File: src/rtl/spi_dac_pkg.sv
// Shared definitions for the SPI DAC loopback receiver: frame geometry,
// command/address codes, FSM states and small decode helpers.
package spi_dac_pkg;

    // Default frame length in bits.
    localparam int FRAME_BITS_DEF = 32;

    // Bit counter width and its saturation value.
    localparam int          CNT_W   = 6;
    localparam logic [5:0]  CNT_MAX = 6'd63;

    // Field positions within a received frame (bit 31 arrives first).
    localparam int CMD_HI  = 23;
    localparam int CMD_LO  = 20;
    localparam int ADDR_HI = 19;
    localparam int ADDR_LO = 16;
    localparam int DATA_HI = 15;
    localparam int DATA_LO = 4;

    // Command codes.
    localparam logic [3:0] CMD_WRITE        = 4'b0000;
    localparam logic [3:0] CMD_UPDATE       = 4'b0001;
    localparam logic [3:0] CMD_WRITE_UPDATE = 4'b0011;

    // Address codes.
    localparam logic [3:0] ADDR_A   = 4'b0000;
    localparam logic [3:0] ADDR_B   = 4'b0001;
    localparam logic [3:0] ADDR_ALL = 4'b1111;

    // Receiver FSM states.
    typedef enum logic [1:0] {
        ST_IDLE  = 2'd0,
        ST_SHIFT = 2'd1,
        ST_CHECK = 2'd2
    } state_t;

    // True when the command loads the input register(s).
    function automatic logic cmd_writes(input logic [3:0] c);
        return (c == CMD_WRITE) || (c == CMD_WRITE_UPDATE);
    endfunction

    // True when the command loads the output register(s).
    function automatic logic cmd_updates(input logic [3:0] c);
        return (c == CMD_UPDATE) || (c == CMD_WRITE_UPDATE);
    endfunction

    // True when the address selects channel A.
    function automatic logic addr_hits_a(input logic [3:0] a);
        return (a == ADDR_A) || (a == ADDR_ALL);
    endfunction

    // True when the address selects channel B.
    function automatic logic addr_hits_b(input logic [3:0] a);
        return (a == ADDR_B) || (a == ADDR_ALL);
    endfunction

endpackage

File: src/rtl/sync_edge_detect.sv
// Multi-flop synchroniser with edge detection. Edges are suppressed until
// the chain has been refilled with real input samples after reset, so a
// line that already sits at its active level at reset release is not
// mistaken for a fresh transition.
module sync_edge_detect #(
    parameter int   STAGES    = 2,
    parameter logic RESET_VAL = 1'b0
) (
    input  logic qzt_clk,
    input  logic reset,
    input  logic din,
    output logic level,
    output logic rise,
    output logic fall
);

    logic [STAGES-1:0] sync_r;
    logic              prev_r;
    logic [STAGES:0]   prime_r;

    // Synchroniser chain, previous-level flop and post-reset priming shifter.
    always_ff @(posedge qzt_clk or posedge reset) begin
        if (reset) begin
            sync_r  <= {STAGES{RESET_VAL}};
            prev_r  <= RESET_VAL;
            prime_r <= {(STAGES+1){1'b0}};
        end else begin
            sync_r  <= {sync_r[STAGES-2:0], din};
            prev_r  <= sync_r[STAGES-1];
            prime_r <= {prime_r[STAGES-1:0], 1'b1};
        end
    end

    assign level = sync_r[STAGES-1];
    assign rise  = prime_r[STAGES] &  sync_r[STAGES-1] & ~prev_r;
    assign fall  = prime_r[STAGES] & ~sync_r[STAGES-1] &  prev_r;

endmodule

File: src/rtl/spi_dac_receiver.sv
// Oversampling SPI receiver that rebuilds the dual 12-bit DAC state
// (input and output registers of channels A and B) from command frames.
module spi_dac_receiver
    import spi_dac_pkg::*;
#(
    parameter int FRAME_BITS  = FRAME_BITS_DEF,
    parameter int SYNC_STAGES = 2
) (
    input  logic        CLK_50M,
    input  logic        reset,
    input  logic        SPI_SCK,
    input  logic        SPI_MOSI,
    input  logic        DAC_CS,
    input  logic        DAC_CLR,
    output logic [11:0] Va,
    output logic [11:0] Vb,
    output logic [3:0]  cmd,
    output logic [3:0]  addr,
    output logic        frame_valid,
    output logic        frame_error
);

    localparam logic [CNT_W-1:0] FRAME_CNT = CNT_W'(FRAME_BITS);

    // Synchronised SPI lines.
    logic sck_level_s, sck_rise_s, sck_fall_s;
    logic cs_level_s, cs_rise_s, cs_fall_s;
    logic clr_level_s, unused_clr_rise_s, unused_clr_fall_s;
    logic [SYNC_STAGES-1:0] mosi_sync_r;
    logic mosi_s;

    // Receiver and DAC state.
    state_t                 state_r, state_nxt_s;
    logic [FRAME_BITS-1:0]  shift_r, shift_nxt_s;
    logic [CNT_W-1:0]       count_r, count_nxt_s;
    logic [11:0]            in_a_r, in_a_nxt_s;
    logic [11:0]            in_b_r, in_b_nxt_s;
    logic [11:0]            va_r, va_nxt_s;
    logic [11:0]            vb_r, vb_nxt_s;
    logic [3:0]             cmd_r, cmd_nxt_s;
    logic [3:0]             addr_r, addr_nxt_s;
    logic                   frame_valid_r, frame_valid_nxt_s;
    logic                   frame_error_r, frame_error_nxt_s;

    // Frame field decode.
    logic [3:0]  cmd_f_s;
    logic [3:0]  addr_f_s;
    logic [11:0] data_f_s;
    logic        wr_a_s, wr_b_s, up_a_s, up_b_s;
    logic        unused_shift_msb_s;

    sync_edge_detect #(.STAGES(SYNC_STAGES), .RESET_VAL(1'b0)) u_sync_sck (
        .qzt_clk (CLK_50M),
        .reset   (reset),
        .din     (SPI_SCK),
        .level   (sck_level_s),
        .rise    (sck_rise_s),
        .fall    (sck_fall_s)
    );

    sync_edge_detect #(.STAGES(SYNC_STAGES), .RESET_VAL(1'b1)) u_sync_cs (
        .qzt_clk (CLK_50M),
        .reset   (reset),
        .din     (DAC_CS),
        .level   (cs_level_s),
        .rise    (cs_rise_s),
        .fall    (cs_fall_s)
    );

    sync_edge_detect #(.STAGES(SYNC_STAGES), .RESET_VAL(1'b1)) u_sync_clr (
        .qzt_clk (CLK_50M),
        .reset   (reset),
        .din     (DAC_CLR),
        .level   (clr_level_s),
        .rise    (unused_clr_rise_s),
        .fall    (unused_clr_fall_s)
    );

    // MOSI only needs its level, delayed identically to SCK.
    always_ff @(posedge CLK_50M or posedge reset) begin
        if (reset) begin
            mosi_sync_r <= {SYNC_STAGES{1'b0}};
        end else begin
            mosi_sync_r <= {mosi_sync_r[SYNC_STAGES-2:0], SPI_MOSI};
        end
    end

    assign mosi_s             = mosi_sync_r[SYNC_STAGES-1];
    assign unused_shift_msb_s = shift_r[FRAME_BITS-1] ^ sck_level_s ^ sck_fall_s ^ cs_level_s;

    assign cmd_f_s  = shift_r[CMD_HI:CMD_LO];
    assign addr_f_s = shift_r[ADDR_HI:ADDR_LO];
    assign data_f_s = shift_r[DATA_HI:DATA_LO];
    assign wr_a_s   = cmd_writes(cmd_f_s)  & addr_hits_a(addr_f_s);
    assign wr_b_s   = cmd_writes(cmd_f_s)  & addr_hits_b(addr_f_s);
    assign up_a_s   = cmd_updates(cmd_f_s) & addr_hits_a(addr_f_s);
    assign up_b_s   = cmd_updates(cmd_f_s) & addr_hits_b(addr_f_s);

    // Next-state, frame shifting and register decode.
    always_comb begin
        state_nxt_s       = state_r;
        shift_nxt_s       = shift_r;
        count_nxt_s       = count_r;
        in_a_nxt_s        = in_a_r;
        in_b_nxt_s        = in_b_r;
        va_nxt_s          = va_r;
        vb_nxt_s          = vb_r;
        cmd_nxt_s         = cmd_r;
        addr_nxt_s        = addr_r;
        frame_valid_nxt_s = 1'b0;
        frame_error_nxt_s = 1'b0;

        case (state_r)
            ST_IDLE: begin
                if (cs_fall_s) begin
                    state_nxt_s = ST_SHIFT;
                    shift_nxt_s = {FRAME_BITS{1'b0}};
                    count_nxt_s = {CNT_W{1'b0}};
                end else begin
                    state_nxt_s = ST_IDLE;
                end
            end
            ST_SHIFT: begin
                // CS rise wins over a coincident SCK rise.
                if (cs_rise_s) begin
                    state_nxt_s = ST_CHECK;
                end else if (sck_rise_s) begin
                    shift_nxt_s = {shift_r[FRAME_BITS-2:0], mosi_s};
                    count_nxt_s = (count_r == CNT_MAX) ? count_r : (count_r + 6'd1);
                end else begin
                    state_nxt_s = ST_SHIFT;
                end
            end
            ST_CHECK: begin
                if (count_r == FRAME_CNT) begin
                    frame_valid_nxt_s = 1'b1;
                    cmd_nxt_s         = cmd_f_s;
                    addr_nxt_s        = addr_f_s;
                    in_a_nxt_s        = wr_a_s ? data_f_s : in_a_r;
                    in_b_nxt_s        = wr_b_s ? data_f_s : in_b_r;
                    va_nxt_s          = up_a_s ? in_a_nxt_s : va_r;
                    vb_nxt_s          = up_b_s ? in_b_nxt_s : vb_r;
                end else begin
                    frame_error_nxt_s = 1'b1;
                end
                // A new frame may start in the very cycle this one is judged.
                if (cs_fall_s) begin
                    state_nxt_s = ST_SHIFT;
                    shift_nxt_s = {FRAME_BITS{1'b0}};
                    count_nxt_s = {CNT_W{1'b0}};
                end else begin
                    state_nxt_s = ST_IDLE;
                end
            end
            default: begin
                state_nxt_s = ST_IDLE;
            end
        endcase
    end

    // State and output registers; a synced DAC_CLR low overrides any write.
    always_ff @(posedge CLK_50M or posedge reset) begin
        if (reset) begin
            state_r       <= ST_IDLE;
            shift_r       <= {FRAME_BITS{1'b0}};
            count_r       <= {CNT_W{1'b0}};
            in_a_r        <= 12'h000;
            in_b_r        <= 12'h000;
            va_r          <= 12'h000;
            vb_r          <= 12'h000;
            cmd_r         <= 4'h0;
            addr_r        <= 4'h0;
            frame_valid_r <= 1'b0;
            frame_error_r <= 1'b0;
        end else begin
            state_r       <= state_nxt_s;
            shift_r       <= shift_nxt_s;
            count_r       <= count_nxt_s;
            cmd_r         <= cmd_nxt_s;
            addr_r        <= addr_nxt_s;
            frame_valid_r <= frame_valid_nxt_s;
            frame_error_r <= frame_error_nxt_s;
            if (clr_level_s == 1'b0) begin
                in_a_r <= 12'h000;
                in_b_r <= 12'h000;
                va_r   <= 12'h000;
                vb_r   <= 12'h000;
            end else begin
                in_a_r <= in_a_nxt_s;
                in_b_r <= in_b_nxt_s;
                va_r   <= va_nxt_s;
                vb_r   <= vb_nxt_s;
            end
        end
    end

    assign Va          = va_r;
    assign Vb          = vb_r;
    assign cmd         = cmd_r;
    assign addr        = addr_r;
    assign frame_valid = frame_valid_r;
    assign frame_error = frame_error_r;

endmodule

File: config.mk
export PLATFORM = sky130hd
export DESIGN_NAME = spi_dac_receiver
export DESIGN_NICKNAME = d
export VERILOG_FILES = /design/src/rtl/spi_dac_pkg.sv /design/src/rtl/sync_edge_detect.sv /design/src/rtl/spi_dac_receiver.sv
export SDC_FILE = /design/constraint.sdc
export NUM_CORES = 1
export LEC_CHECK = 0
export CAP_MARGIN = 10
export CORE_MARGIN = 2
export CORE_UTILIZATION = 36
export CTS_BUF_LIST = sky130_fd_sc_hd__clkbuf_16
export DETAILED_ROUTE_END_ITERATION = 16
export PLACE_DENSITY = 0.58
export SLEW_MARGIN = 20
export SYNTH_ARGS = -nofsm -noshare
export SYNTH_HDL_FRONTEND = slang
export SYNTH_SLANG_ARGS = --single-unit
File: constraint.sdc
create_clock -name CLK_50M -period 2.8 [get_ports CLK_50M]
set_input_delay 0.28 -clock CLK_50M [delete_from_list [all_inputs] [get_ports CLK_50M]]
set_output_delay 0.28 -clock CLK_50M [all_outputs]
set_load 0.005 [all_outputs]
## Word level (Yosys, flattened, before mapping)

Cells that the tools add are included.

| storage, ports and cells | value |
|---|---|
| register bits | 106 |
| input bits | 6 |
| output and inout bits | 34 |

| operators by class | value |
|---|---|
| $add $sub $neg | 1 |
| eq/ne operators | 17 |
| multiplexer cells | 33 |
| bitwise gates (word level) | 13 |
| reductions and logical operators | 15 |

Operators with widths:

| operator | number |
|---|---|
| 12-bit 2-to-1 mux | 16 |
| 24-bit 2-to-1 mux | 3 |
| 24-bit one-hot mux with 2 select lines | 1 |
| 6-bit 2-to-1 mux | 4 |
| 2-bit inequality test, second input constant | 7 |
| 6-bit equality test, second input constant | 2 |
| 6-bit one-hot mux with 2 select lines | 1 |
| 1-bit bitwise AND | 10 |
| 4-bit by 1-bit equality test with 1-bit output, second input constant | 2 |
| 4-bit zero test | 2 |
| 6-bit by 1-bit adder with 6-bit output, second input constant | 1 |
| 3-bit AND reduction | 2 |
| 1-bit 2-to-1 mux | 5 |
| 5-bit AND reduction | 1 |
| 4-bit by 2-bit equality test with 1-bit output, second input constant | 1 |
| 4-bit equality test, second input constant | 1 |
| 1-bit logical OR | 4 |
| 2-bit 2-to-1 mux | 2 |
| 2-bit one-hot mux with 2 select lines | 1 |
| 2-bit AND reduction | 2 |
| 4-bit AND reduction | 1 |
| 3-bit inequality test, second input constant | 1 |
| 1-bit NOT | 3 |
| 2-bit by 1-bit equality test with 1-bit output, second input constant | 1 |
| 5 further kinds | 5 |

## Logic depth before layout (Yosys ltp)

| depth | value |
|---|---|
| word-level depth | 8 |
| gate-level depth with buffers | 7 |
| mapped depth without buffers | 6 |

## Cells and area by module

A second synthesis with hierarchy kept.

| unflattened totals | value |
|---|---|
| cell total of the unflattened synthesis | 425 |
| area, all modules | 4690.7 µm² |

Modules (own cells, without submodules):

| module | times used | cells an instance | area an instance (µm²) |
|---|---|---|---|
| spi_dac_receiver | 1 | 395 | 4157.7 |
| sync_edge_detect (u_sync_clr ...) | 2 | 10 | 178.9 |
| sync_edge_detect (u_sync_sck) | 1 | 10 | 175.2 |

## Worst setup path after synthesis

OpenSTA, ideal clock, no wires.

| timing path | value |
|---|---|
| kind | register -> register |
| start | register count_r[2] |
| end | register in_b_r[9] |
| setup time | 136 ps |
| arrival time | 1968 ps |
| slack | 695 ps |
| stages on the path, launching flop included | 7 |
| path buffers | 2 |
| clock period less this slack | 2105 ps |
| path through | dfrtp_1 -> or4b_1 -> buf_6 -> or4_4 -> buf_6 -> o21ai_1 -> a21oi_1 |

| between the ends | value |
|---|---|
| longest elaborated chain between the ends | 3 |

RTL lines:

| item | RTL line | RTL |
|---|---|---|
| start: declaration | spi_dac_receiver.sv:35 | `logic [CNT_W-1:0] count_r, count_nxt_s;` |
| start signal: assignment | spi_dac_receiver.sv:166 | `count_r <= {CNT_W{1'b0}};` |
| start signal: assignment | spi_dac_receiver.sv:178 | `count_r <= count_nxt_s;` |
| 6-bit equality test | spi_dac_receiver.sv:135 | `if (count_r == FRAME_CNT) begin` |
| 2-bit inequality test (no source line) | n/a |  |
| 2-bit AND reduction (no source line) | n/a |  |
| end signal: assignment | spi_dac_receiver.sv:190 | `in_b_r <= in_b_nxt_s;` |
| end: declaration | spi_dac_receiver.sv:37 | `logic [11:0] in_b_r, in_b_nxt_s;` |

No other way between the ends.
A chain may end at the register's enable or synchronous reset.

## Worst setup path in the final report

| timing path | value |
|---|---|
| start | register count_r[2] |
| end | register in_a_r[7] |

| between the ends | value |
|---|---|
| longest elaborated chain between the ends | 3 |

RTL lines:

| item | RTL line | RTL |
|---|---|---|
| 6-bit equality test | spi_dac_receiver.sv:135 |  |
| 2-bit inequality test (no source line) | n/a |  |
| 2-bit AND reduction (no source line) | n/a |  |
| end signal: assignment | spi_dac_receiver.sv:189 | `in_a_r <= in_a_nxt_s;` |
| end: declaration | spi_dac_receiver.sv:36 | `logic [11:0] in_a_r, in_a_nxt_s;` |

No other way between the ends.

==> impl_results.html <==
<table>
<tr><th>Metric</th><th>Value</th></tr>
<tr><th colspan="2">Die</th></tr>
<tr><td>Effective utilization at floorplan</td><td>36.7%</td></tr>
<tr><td>Chip width</td><td>117 µm</td></tr>
<tr><td>I/O pins</td><td>40</td></tr>
<tr><td>CORE AREA</td><td>12600 µm²</td></tr>
<tr><td>Die H</td><td>117 µm</td></tr>
<tr><td>Standard-cell rows</td><td>41</td></tr>
<tr><td>Die Outline Area</td><td>13700 µm²</td></tr>
<tr><th colspan="2">Route</th></tr>
<tr><td>Highest metal layer with signal wires</td><td>met4</td></tr>
<tr><td># DRC</td><td>0</td></tr>
<tr><td>Post-DR vias/cell</td><td>5.19</td></tr>
<tr><td>Total via count in the routed design</td><td>3381</td></tr>
<tr><td>Met2 Wirelength</td><td>4.80 mm</td></tr>
<tr><td>Post-detailed-route wirelength per cell</td><td>15.4 µm</td></tr>
<tr><td>Number of DRC markers after the initial detailed-route iteration</td><td>255</td></tr>
<tr><td>Remaining antenna violation count</td><td>0</td></tr>
<tr><td>WL final</td><td>10.0 mm</td></tr>
<tr><td>M1 wire length</td><td>4.46 mm</td></tr>
<tr><td>Number of optimization iterations in the first detailed-route pass</td><td>4</td></tr>
<tr><td>Detailed route wirelength on metal3</td><td>520 µm</td></tr>
<tr><th colspan="2">Logic synthesis</th></tr>
<tr><td>Flops &amp; latches, synth</td><td>103</td></tr>
<tr><td>Sequential-to-total area share from yosys stat</td><td>56.1%</td></tr>
<tr><td>Yosys top cell area share</td><td>53.2%</td></tr>
<tr><td>Netlist area before placement</td><td>4610 µm²</td></tr>
<tr><td>Proportion of register bits with asynchronous set or reset after synthesis</td><td>100%</td></tr>
<tr><td>Nets in the synthesized netlist</td><td>449</td></tr>
<tr><td>Number of enable flip-flop cells after synthesis</td><td>0</td></tr>
<tr><td>Total number of yosys warnings</td><td>0</td></tr>
<tr><td>Number of standard cells after synthesis</td><td>441</td></tr>
<tr><td>Cell taking the most area after synthesis</td><td>dfrtp_1</td></tr>
<tr><td>Synthesized area per cell</td><td>10.4 µm²</td></tr>
<tr><td>Synth Flop Type</td><td>dfrtp_1</td></tr>
<tr><td>Dominant cells by area after synthesis</td><td>dfrtp_1 53%, a21oi_1 6.5%, mux2i_1 5.6%, dfstp_2 2.9%, nand2_1 2.8%</td></tr>
<tr><td>Cell variety after synth</td><td>47</td></tr>
<tr><th colspan="2">Place</th></tr>
<tr><td>Placed instance count</td><td>636</td></tr>
<tr><td>Count of buffers from port buffering</td><td>39</td></tr>
<tr><td>Worst-case setup slack after placement</td><td>0.423 ns</td></tr>
<tr><td>Final weighted congestion in routability-driven placement</td><td>0.817</td></tr>
<tr><td>Detailed placement HPWL</td><td>6.54 mm</td></tr>
<tr><th colspan="2">Clocking</th></tr>
<tr><td>Total number of clock tree sinks</td><td>103</td></tr>
<tr><td>CTS hold repair buffers</td><td>0</td></tr>
<tr><td>CTS root buf</td><td>clkbuf_16</td></tr>
<tr><td>Clock slew seen by the registers of the worst setup and hold paths</td><td>0.07 ns</td></tr>
<tr><td>Post-cts gate resize count</td><td>0</td></tr>
<tr><td>Worst-skew pair later-pin latency</td><td>0.35 ns</td></tr>
<tr><td>Post-CTS setup repair buffer count</td><td>0</td></tr>
<tr><td>TritonCTS clock tree</td><td>yes</td></tr>
<tr><td>Maximum level of the CTS H-tree</td><td>3</td></tr>
<tr><td>Number of buffers added by the clock tree synthesis step</td><td>9</td></tr>
<tr><td>Max clock buf depth</td><td>2</td></tr>
<tr><th colspan="2">Global route</th></tr>
<tr><td>Global-route usage over all layers</td><td>16.4%</td></tr>
<tr><td>Congestion Overflow GR</td><td>0</td></tr>
<tr><td>Largest net degree at the start of global routing</td><td>49</td></tr>
<tr><td>Via count of the first global-routing pass</td><td>3457</td></tr>
<tr><td>Number of antenna violations at the first check in global routing</td><td>0</td></tr>
<tr><td>Wire length of the first global-routing pass</td><td>17.3 mm</td></tr>
<tr><th colspan="2">Setup path</th></tr>
<tr><td>Required time of the worst setup path</td><td>3.01 ns</td></tr>
<tr><td>Critical Path End Type</td><td>flop</td></tr>
<tr><td>Arrival time of the worst setup path</td><td>2.59 ns</td></tr>
<tr><td>CP Class</td><td>reg -&gt; reg</td></tr>
<tr><td>Type of element launching the critical path</td><td>flop</td></tr>
<tr><td>Crit Path Max Fanout</td><td>24</td></tr>
<tr><th colspan="2">Timing</th></tr>
<tr><td>Count of final hold-check violations</td><td>0</td></tr>
<tr><td>Worst Tran Pin Value</td><td>0.646 ns</td></tr>
<tr><td>Final setup violation count</td><td>0</td></tr>
<tr><td>Relative slew slack</td><td>56.9%</td></tr>
<tr><td>Crit share post-route</td><td>85.1%</td></tr>
<tr><td>Minimum clock period after layout</td><td>2.38 ns</td></tr>
<tr><td>Highest clock rate</td><td>0.420 GHz</td></tr>
<tr><td>Worst setup margin</td><td>0.417 ns</td></tr>
<tr><td>Clock skew after layout</td><td>0.0106 ns</td></tr>
<tr><td>Setup TNS Final</td><td>0 ns</td></tr>
<tr><td>Slew Limit Fails</td><td>0</td></tr>
<tr><td>RSZ-0062 raised after global routing</td><td>false</td></tr>
<tr><th colspan="2">Outcome</th></tr>
<tr><td>Outcome</td><td>finished, final reports clean</td></tr>
<tr><th colspan="2">Finish</th></tr>
<tr><td>Fraction of layout instances using a drive strength above 1</td><td>12.7%</td></tr>
<tr><td>Number of filler cells placed in the layout</td><td>1204</td></tr>
<tr><td>Final Util</td><td>43.6%</td></tr>
<tr><td>Number of nets in the layout</td><td>483</td></tr>
<tr><td>Number of non-filler instances in the completed layout</td><td>652</td></tr>
<tr><td>Number of diodes added for antenna fixing</td><td>0</td></tr>
<tr><td>Area growth from synthesis to layout</td><td>19.0%</td></tr>
<tr><th colspan="2">Worst hold path</th></tr>
<tr><td>Worst hold-check path type</td><td>in -&gt; reg</td></tr>
<tr><th colspan="2">Flow run</th></tr>
<tr><td>Number of maximum-capacitance constraint violations</td><td>0</td></tr>
<tr><th colspan="2">Pwr</th></tr>
<tr><td>Worst vdd rail ir drop</td><td>0.386 mV</td></tr>
<tr><td>Leakage dissipation</td><td>2.33 nW</td></tr>
<tr><td>Areal power density over the cells</td><td>577 nW/µm²</td></tr>
</table>
==> cells by family after synthesis <==
| kind of cell | Yosys count | synth area share [%] |
|---|---|---|
| adder cells (fa/ha/maj) | 2 | 0.543 |
| AO/OA/AOI/OAI | 125 | 17.2 |
| AND/OR/NAND/NOR | 111 | 12.1 |
| other | 1 | 0.0814 |
| XOR/XNOR | 1 | 0.190 |
| flip-flops | 103 | 56.1 |
| buffers and inverters | 64 | 6.16 |
| multiplexers | 34 | 7.60 |
==> worst paths after layout <==
check | startpoint | endpoint | slack (ns) | cells past startpoint
setup reg to reg | count_r[2] | in_a_r[7] | 0.42 | 4
hold / removal | DAC_CLR | u_sync_clr.sync_r[0] | 0.33 | 1
hold reg to reg | mosi_sync_r[0] | mosi_sync_r[1] | 0.35 | 0
setup / recovery | count_r[2] | in_a_r[7] | 0.42 | 4
max in group asynchronous | reset | u_sync_cs.sync_r[0] | 1.61 | 4
min in group asynchronous | reset | Va[9] | 0.37 | 2
==> Yosys cell counts, types with 3 or more instances <==
master     n
a211oi_1  16
a211oi_2   8
a21oi_1   60
and2_1     3
and3_1     3
buf_2      8
buf_6      4
clkbuf_1  17
dfrtp_1   98
dfstp_2    5
inv_1     33
mux2_2     8
mux2i_1   26
nand2_1   34
nand3_1   25
nor2_1    15
nor3_1    14
o21ai_0    9
o21ai_1   18
==> routing by layer <==
| metal | track usage, % | vias to the layer above |
|---|---|---|
| met3 | 4.33 | 16 |
| li1 | - | 1612 |
| met4 | 7.37 | 0 |
| met1 | 21.8 | 1663 |
| met5 | 0 | - |
| met2 | 25.2 | 90 |
==> critical path, cell delays in order (launching register included) <==
cell and delay (ns):
dfrtp_1 0.43, or4b_1 0.72, or4_4 0.77, o21ai_0 0.24
a21oi_1 0.09
==> sequential cells by signal, summed over array words and instances (netlist names) <==
name / flops
Vb: 12
frame_error: 1
in_a_r: 12
u_sync_cs.prev_r: 1
u_sync_clr.sync_r: 2
frame_valid: 1
cmd: 4
mosi_sync_r: 2
u_sync_cs.prime_r: 3
shift_r: 24
state_r: 2
u_sync_sck.prev_r: 1
in_b_r: 12
Va: 12
count_r: 6
addr: 4
u_sync_cs.sync_r: 2
u_sync_sck.sync_r: 2
==> area by class of cell <==
cell class                      count  area [µm²]  share of cell area [%]
Timing Repair Buffer               54         515                    9.40
Clock buffer                        9         225                    4.11
Multi-Input combinational cell    274        1740                    31.8
Sequential cell                   103        2580                    47.1
Clock inverter                      7        71.3                    1.30
Tap cell                          172         215                    3.93
Inverter                           33         128                    2.33
==> cell usage in the layout, fill, tap and decap left out, types with 2 or more instances in the layout <==
cell and n:
a211oi_1 16, a211oi_2 8, a21oi_1 60, a22o_1 2
and2_1 3, and3_1 3, and3b_1 2, buf_4 14
clkbuf_16 9, clkdlybuf4s50_1 39, clkinv_1 2, clkinv_4 2
clkinvlp_4 2, dfrtp_1 98, dfstp_2 5, ha_1 2
inv_1 32, mux2_2 8, mux2i_1 26, nand2_1 34
nand3_1 25, nand4_1 2, nor2_1 14, nor2_2 2
nor3_1 14, o2111ai_1 2, o211ai_1 2, o21ai_0 9
o21ai_1 18, o21ai_2 2, o22a_1 2, or2_2 2
==> report_power, final <==
group | switching (mW) | internal [mW] | leakage, nW
Clock | 0.558 | 0.693 | 0.141
Combinational | 0.200 | 0.117 | 0.793
Sequential | 0.0407 | 1.55 | 1.40
==> stage by stage <==
step / instance area [µm²] / total power [mW] / hold slack [ns]
after floorplan: 4610 / 1.84 / 0.284
after global placement: 5180 / 1.93 / 0.335
after detailed placement: 5180 / 1.95 / 0.335
after CTS: 5480 / 3.20 / 0.320
after global routing: 5480 / 3.30 / 0.319
final: 5480 / 3.16 / 0.331
Note: power is estimated with default switching activity, not from simulation.
